$ cat src/rtl/mem_lsu.sv
`default_nettype none
// +----------------------------------------------------------------------------+
// | mem_lsu : memory-stage load/store unit, bus initiator towards data memory. |
// | Optional feature macro: MEM_LSU_MISALIGN_TRAP_EN (misaligned access trap). |
// | Revision: 1.0                                                              |
// +----------------------------------------------------------------------------+
module mem_lsu #(
  parameter int TIMEOUT = 16,
  parameter int ADDR_W  = 32
) (
  input  logic              clk,
  input  logic              rst,
  input  logic              req_valid_i,
  input  logic              mem_we_i,
  input  logic [2:0]        funct3_i,
  input  logic [ADDR_W-1:0] mem_addr_i,
  input  logic [31:0]       mem_wdata_i,
  input  logic [4:0]        rd_addr_i,
  output logic              bus_req_o,
  output logic              bus_we_o,
  output logic [ADDR_W-1:0] bus_addr_o,
  output logic [3:0]        bus_wem_o,
  output logic [31:0]       bus_wdata_o,
  input  logic              bus_ack_i,
  input  logic [31:0]       bus_rdata_i,
  input  logic              bus_err_i,
  output logic              hold_req_o,
  output logic              ld_valid_o,
  output logic [4:0]        ld_rd_addr_o,
  output logic [31:0]       ld_data_o,
  output logic              err_o,
  output logic              misalign_o
);

  localparam int CNT_W = $clog2(TIMEOUT + 1);

  typedef enum logic [1:0] {
    IDLE = 2'd0,
    BUSY = 2'd1,
    DONE = 2'd2
  } state_t;

  state_t           state, state_next;
  logic [CNT_W-1:0] tmo_cnt;
  logic [1:0]       size_q, off_q;
  logic             uns_q, we_q;
  logic [4:0]       rd_q;
  logic             misaligned, timeout_hit, complete, access_err;
  logic [3:0]       wem_new;
  logic [31:0]      wdata_new, byte_sh, half_sh, ld_ext;

`ifdef MEM_LSU_MISALIGN_TRAP_EN
  assign misaligned = (funct3_i[1:0] == 2'b01 && mem_addr_i[0]) ||
                      (funct3_i[1] && mem_addr_i[1:0] != 2'b00);
`else
  assign misaligned = 1'b0;
`endif

  // The last counted cycle without ack is treated as an ack carrying an error.
  assign timeout_hit = (tmo_cnt == CNT_W'(TIMEOUT - 1));
  assign complete    = (state == BUSY) && (bus_ack_i || timeout_hit);
  assign access_err  = bus_ack_i ? bus_err_i : 1'b1;

  always_ff @(posedge clk or posedge rst) begin
    if (rst) state <= IDLE;
    else     state <= state_next;
  end

  always_comb begin
    state_next = state;
    hold_req_o = 1'b0;
    case (state)
      IDLE: if (req_valid_i) begin
        hold_req_o = 1'b1;
        state_next = misaligned ? DONE : BUSY;
      end
      BUSY: begin
        hold_req_o = 1'b1;
        if (complete) state_next = DONE;
      end
      DONE:    state_next = IDLE;
      default: state_next = IDLE;
    endcase
  end

  always_comb begin
    wem_new   = 4'b0000;
    wdata_new = mem_wdata_i;
    if (mem_we_i) begin
      case (funct3_i[1:0])
        2'b00: begin
          wem_new   = 4'b0001 << mem_addr_i[1:0];
          wdata_new = {4{mem_wdata_i[7:0]}};
        end
        2'b01: begin
          wem_new   = mem_addr_i[1] ? 4'b1100 : 4'b0011;
          wdata_new = {2{mem_wdata_i[15:0]}};
        end
        default: wem_new = 4'b1111;
      endcase
    end
  end

  always_comb begin
    byte_sh = bus_rdata_i >> {off_q, 3'b000};
    half_sh = bus_rdata_i >> {off_q[1], 4'b0000};
    case (size_q)
      2'b00:   ld_ext = uns_q ? {24'b0, byte_sh[7:0]}  : {{24{byte_sh[7]}}, byte_sh[7:0]};
      2'b01:   ld_ext = uns_q ? {16'b0, half_sh[15:0]} : {{16{half_sh[15]}}, half_sh[15:0]};
      default: ld_ext = bus_rdata_i;
    endcase
  end

  always_ff @(posedge clk or posedge rst) begin
    if (rst) begin
      tmo_cnt      <= '0;
      size_q       <= 2'b00;
      off_q        <= 2'b00;
      uns_q        <= 1'b0;
      we_q         <= 1'b0;
      rd_q         <= 5'd0;
      bus_req_o    <= 1'b0;
      bus_we_o     <= 1'b0;
      bus_addr_o   <= '0;
      bus_wem_o    <= 4'b0000;
      bus_wdata_o  <= 32'd0;
      ld_valid_o   <= 1'b0;
      ld_rd_addr_o <= 5'd0;
      ld_data_o    <= 32'd0;
      err_o        <= 1'b0;
      misalign_o   <= 1'b0;
    end else begin
      case (state)
        IDLE: if (req_valid_i) begin
          size_q  <= funct3_i[1:0];
          uns_q   <= funct3_i[2];
          off_q   <= mem_addr_i[1:0];
          rd_q    <= rd_addr_i;
          we_q    <= mem_we_i;
          tmo_cnt <= '0;
          if (misaligned) begin
            err_o      <= 1'b1;
            misalign_o <= 1'b1;
            ld_data_o  <= 32'd0;
          end else begin
            bus_req_o   <= 1'b1;
            bus_we_o    <= mem_we_i;
            bus_addr_o  <= {mem_addr_i[ADDR_W-1:2], 2'b00};
            bus_wem_o   <= wem_new;
            bus_wdata_o <= wdata_new;
          end
        end
        BUSY: begin
          if (complete) begin
            bus_req_o  <= 1'b0;
            err_o      <= access_err;
            ld_valid_o <= !we_q && !access_err;
            ld_data_o  <= (!we_q && !access_err) ? ld_ext : 32'd0;
            if (!we_q) ld_rd_addr_o <= rd_q;
          end else begin
            tmo_cnt <= tmo_cnt + 1'b1;
          end
        end
        DONE: begin
          ld_valid_o <= 1'b0;
          err_o      <= 1'b0;
          misalign_o <= 1'b0;
        end
        default: ;
      endcase
    end
  end

endmodule
`default_nettype wire
$ cat config.mk
export PLATFORM = sky130hd
export DESIGN_NAME = mem_lsu
export DESIGN_NICKNAME = d
export VERILOG_FILES = /design/src/rtl/mem_lsu.sv
export SDC_FILE = /design/constraint.sdc
export NUM_CORES = 1
export LEC_CHECK = 0
export ABC_AREA = 1
export CAP_MARGIN = 10
export CELL_PAD_IN_SITES_DETAIL_PLACEMENT = 0
export CELL_PAD_IN_SITES_GLOBAL_PLACEMENT = 1
export CORE_ASPECT_RATIO = 2
export CORE_MARGIN = 4
export CORE_UTILIZATION = 32
export CTS_CLUSTER_SIZE = 8
export DETAILED_ROUTE_END_ITERATION = 12
export MAX_ROUTING_LAYER = met4
export PLACE_DENSITY_LB_ADDON = 0.12
export SYNTH_ARGS = -nofsm -noshare
export SYNTH_HDL_FRONTEND = slang
export SYNTH_SLANG_ARGS = --single-unit
$ cat constraint.sdc
create_clock -name clk -period 5.3 [get_ports clk]
set_input_delay 1.06 -clock clk [delete_from_list [all_inputs] [get_ports clk]]
set_output_delay 1.06 -clock clk [all_outputs]
set_load 0.005 [all_outputs]
==> impl_summary.txt <==
----------------------------------------------------
[Worst setup path]
  Highest fanout seen on the critical path ... 2
  Most frequent cell on the critical path ... clkdlybuf4s50_1
  Data required, critical path ... ~4.2 ns
  Data arrival time of the worst path ... 2.21 ns
  Cell family contributing the most delay on the critical path ... buffers and inverters
  Kind of start point of the critical path ... primary input
  WS Path Type ... primary input to output pin
  Worst stage delay on the critical path ... 0.50 ns
  Highest-delay cell along the critical path ... clkdlybuf4s50_1
  CP Buf/Inv Count ... 2
  Critical path capture point type ... output pin
  Cell-by-cell listing of the critical path ... clkdlybuf4s50_1 -> nand3_4 -> nand2_1 -> clkdlybuf4s50_1

[Power]
  Cell-internal power ... just under 3 mW
  Register share of total power ... 34.7%
  Post-layout total power ... 4.413 mW
  Switching share of total power ... 33.94%
  Switching power ... 1.498 mW
  Share of total power in combinational logic ... 37.8%
  VDD IR-drop max ... 0.2317 mV
  Leakage power total ... 4.134 nW
  Clock share of power ... 27.5%
  Power density normalized to cell area ... 504.4 mW/mm²

[Detailed routing]
  Detailed-route DRC error count ... 0
  Vias after detailed routing ... 5486
  Overall routed net length ... about 20000 µm
  Vias/cell ... between 4 and 5
  Router iterations before antenna repair ... 5
  ANT nets after route ... 0
  Number of design-rule violations left by the first detailed-router iteration ... between 200 and 250
  Mean routed wirelength per cell ... 16.88 µm

[STA]
  Setup total negative slack ... 0 ns
  Relative slew slack ... roughly a third
  Max-slew violations ... 0
  Setup ws final ... 2.031 ns
  Min Clock Period, post-route ... 3.269 ns
  Clock skew after layout ... between 0.01 and 0.015 ns
  Pin slew with the least headroom to its limit ... 1.006 ns
  Period Utilization, post-route ... about three fifths
  Final count of negative-setup-slack endpoints ... 0
  Fin. Hold Viols ... 0
  Unrepaired setup endpoints after global routing ... no
  Maximum clock frequency ... 305.9 MHz

[CTS]
  Count of hold buffers inserted by post-cts repair ... 0
  Count of cells resized by post-cts repair ... 0
  # clock sinks ... 124
  Clk Latency, worst-skew pair ... 0.42 ns
  CTS clk-pin slew, worst paths ... 0.06 ns
  Clock tree root driver cell ... clkbuf_16
  Number of setup buffers added after CTS ... 0
  Number of buffers created by CTS ... 17
  CTS tree ... yes
  # H-tree levels ... 4
  Clk buf depth ... 2

[Placed design]
  Area of placed instances ... between 0.008 and 0.009 mm²
  Port buffer count ... 217
  Post-DP HPWL ... 14460 µm
  Gp weighted congestion ... 0.8336
  Placement-stage worst setup slack ... 1.744 ns

[Floorplanning]
  Total core area ... 0.01787 mm²
  Number of top-level pins ... 221
  X dimension of the die ... approximately 100 µm
  Starting Density ... 32.71%
  Standard-cell rows ... 69
  Die extent in y ... 199.1 µm
  Full die area ... 0.02062 mm²

[Finish]
  Proportion of layout cells with a drive suffix above 1 ... about 6.6%
  Final net count ... 1044
  Multi-input gate area in the final layout ... 0.002344 mm²
  Antenna diode instance count ... 0
  Final Instance Area ... 0.008750 mm²
  FF/Latch Area ... slightly above 0.003 mm²
  Area Growth Syn to Fin ... 49.68%
  Number of fillers in the final layout ... 1789

[Logic synthesis]
  Average cell area after synthesis ... between 8 and 9 µm²
  Warning count from the yosys run ... 0
  Synth Cell Area ... 0.005846 mm²
  Most common flop cell mapped by yosys ... dfrtp_1
  Seq/Total Area, Yosys ... 53.08%
  Share of flip-flops with an asynchronous set or reset ... 100.0%
  Distinct cells, synth ... 29
  Gate count of the mapped netlist ... 730
  EDFF count, synth ... 0
  Number of storage elements in the synthesis netlist ... 124

[GRT]
  Remaining Overflow, GRT ... 0
  Vias in the first global route ... 5923
  Largest net degree at the start of global routing ... 125
  Overall routing resource usage ... between 10% and 20%
  Global-route wire length before repair ... ~31000 µm
  Antenna violations before repair ... 0

[Run status]
  Outcome ... completed

[Job]
  Count of max-cap constraint violations ... 0

[Hold path]
  Class of the worst hold path ... register to register

----------------------------------------------------
## synth_stat cells, types with 2 or more instances
cell type    n  share of area, %
nand2_1    291                19
dfrtp_1    124                53
o21ai_0     73               6.2
a21oi_1     48               4.1
inv_1       48               3.1
nor2_1      34               2.2
nand3_1     28               2.4
clkbuf_1    21               1.3
buf_2       10              0.86
nand3_2     10               1.7
o21a_1       8               1.0
inv_2        6              0.39
buf_4        4              0.51
nand2_4      4              0.77
nor3_1       4              0.34
buf_6        2              0.39
ha_1         2              0.43
o22ai_1      2              0.21
## cell type report
class,count,share of cell area [%]
Tap cell,213,3.046
Clock inverter,10,1.587
Timing Repair Buffer,220,25.23
Sequential cell,124,35.46
Clock buffer,22,5.420
Inverter,55,2.474
Multi-Input combinational cell,514,26.78
## state kept, by name, summed over array words and instances, names as in the netlist, 4 cells and up
register and cells:
ld_data_o 32, tmo_cnt 5, bus_wdata_o 32, rd_q 5, ld_rd_addr_o 5, bus_wem_o 4
bus_addr_o 30
## placed cells by master (no fill, tap or decap), types with 2 or more instances in the layout
| cell | Yosys | final |
|---|---|---|
| nand2_1 | 291 | 291 |
| clkdlybuf4s50_1 | 0 | 217 |
| dfrtp_1 | 124 | 124 |
| o21ai_0 | 73 | 73 |
| a21oi_1 | 48 | 48 |
| inv_1 | 48 | 47 |
| nor2_1 | 34 | 34 |
| nand3_1 | 28 | 27 |
| clkbuf_16 | 0 | 17 |
| nand3_2 | 10 | 10 |
| o21a_1 | 8 | 8 |
| inv_2 | 6 | 6 |
| nor3_1 | 4 | 4 |
| nand2_4 | 4 | 4 |
| clkinvlp_4 | 0 | 4 |
| conb_1 | 1 | 3 |
| bufinv_16 | 0 | 3 |
| clkbuf_8 | 0 | 3 |
| nand3_4 | 1 | 2 |
| o22ai_1 | 2 | 2 |
| ha_1 | 2 | 2 |
| clkinv_2 | 0 | 2 |
| clkbuf_1 | 21 | 2 |
| buf_4 | 4 | 2 |
## kinds of logic (layout without fill, tap and decap cells)
logic type,count (synthesis),after routing,share of synthesized area [%]
flops,124,124,53.08
fa+ha+maj,2,2,0.4280
other cells,1,3,0.06415
simple gates,376,376,27.29
compound gates,133,133,11.96
buf+inv,94,307,7.170
## per-stage QoR
step / util [%] / hold slack (ns) / std cells
floorplan: - / 0.4654 / 732
global placement: 45.53 / 0.4601 / 1126
detailed placement: 45.53 / 0.4642 / 1126
CTS: 48.96 / 0.4773 / 1158
global route: 48.96 / 0.4907 / 1158
finish: 48.96 / 0.4766 / 1158
## worst register-to-register path: stages, from the launching register on
cell     delay (ns)
dfrtp_1        0.38
inv_2          0.07
nand3_4        0.07
buf_4          0.65
inv_2          0.52
buf_4          0.39
o21a_1         0.24
## power groups by stage
stage / clock network [mW] / logic, mW / registers [mW]
finish: 1.21 / 1.67 / 1.53
global route: 1.29 / 1.86 / 1.58
CTS: 1.24 / 1.71 / 1.54
detailed placement: 0 / 1.70 / 1.54
global placement: 0 / 1.68 / 1.54
floorplan: 0 / 0.799 / 1.50
## worst paths after layout
check / startpoint / endpoint / slack (ns) / depth (start not counted)
worst min register to register: ld_data_o[25] / ld_data_o[25] / 0.48 / 2
max in group asynchronous: rst / bus_addr_o[9] / 3.61 / 3
worst max-delay path: req_valid_i / hold_req_o / 2.03 / 4
worst min-delay path: ld_data_o[25] / ld_data_o[25] / 0.48 / 2
worst max register to register: state[0] / bus_wdata_o[17] / 2.88 / 6
min in group asynchronous: rst / ld_data_o[4] / 1.14 / 3
## layer usage
layer / share of wire [%] / GRT usage [%] / up-vias
met4: 4.3 / 9.862 / 0
met5: 0 / - / -
met1: 36 / 19.16 / 2566
li1: - / - / 2695
met3: 5.0 / 5.044 / 44
met2: 55 / 36.22 / 181
Power figures use the tool's default switching activity.
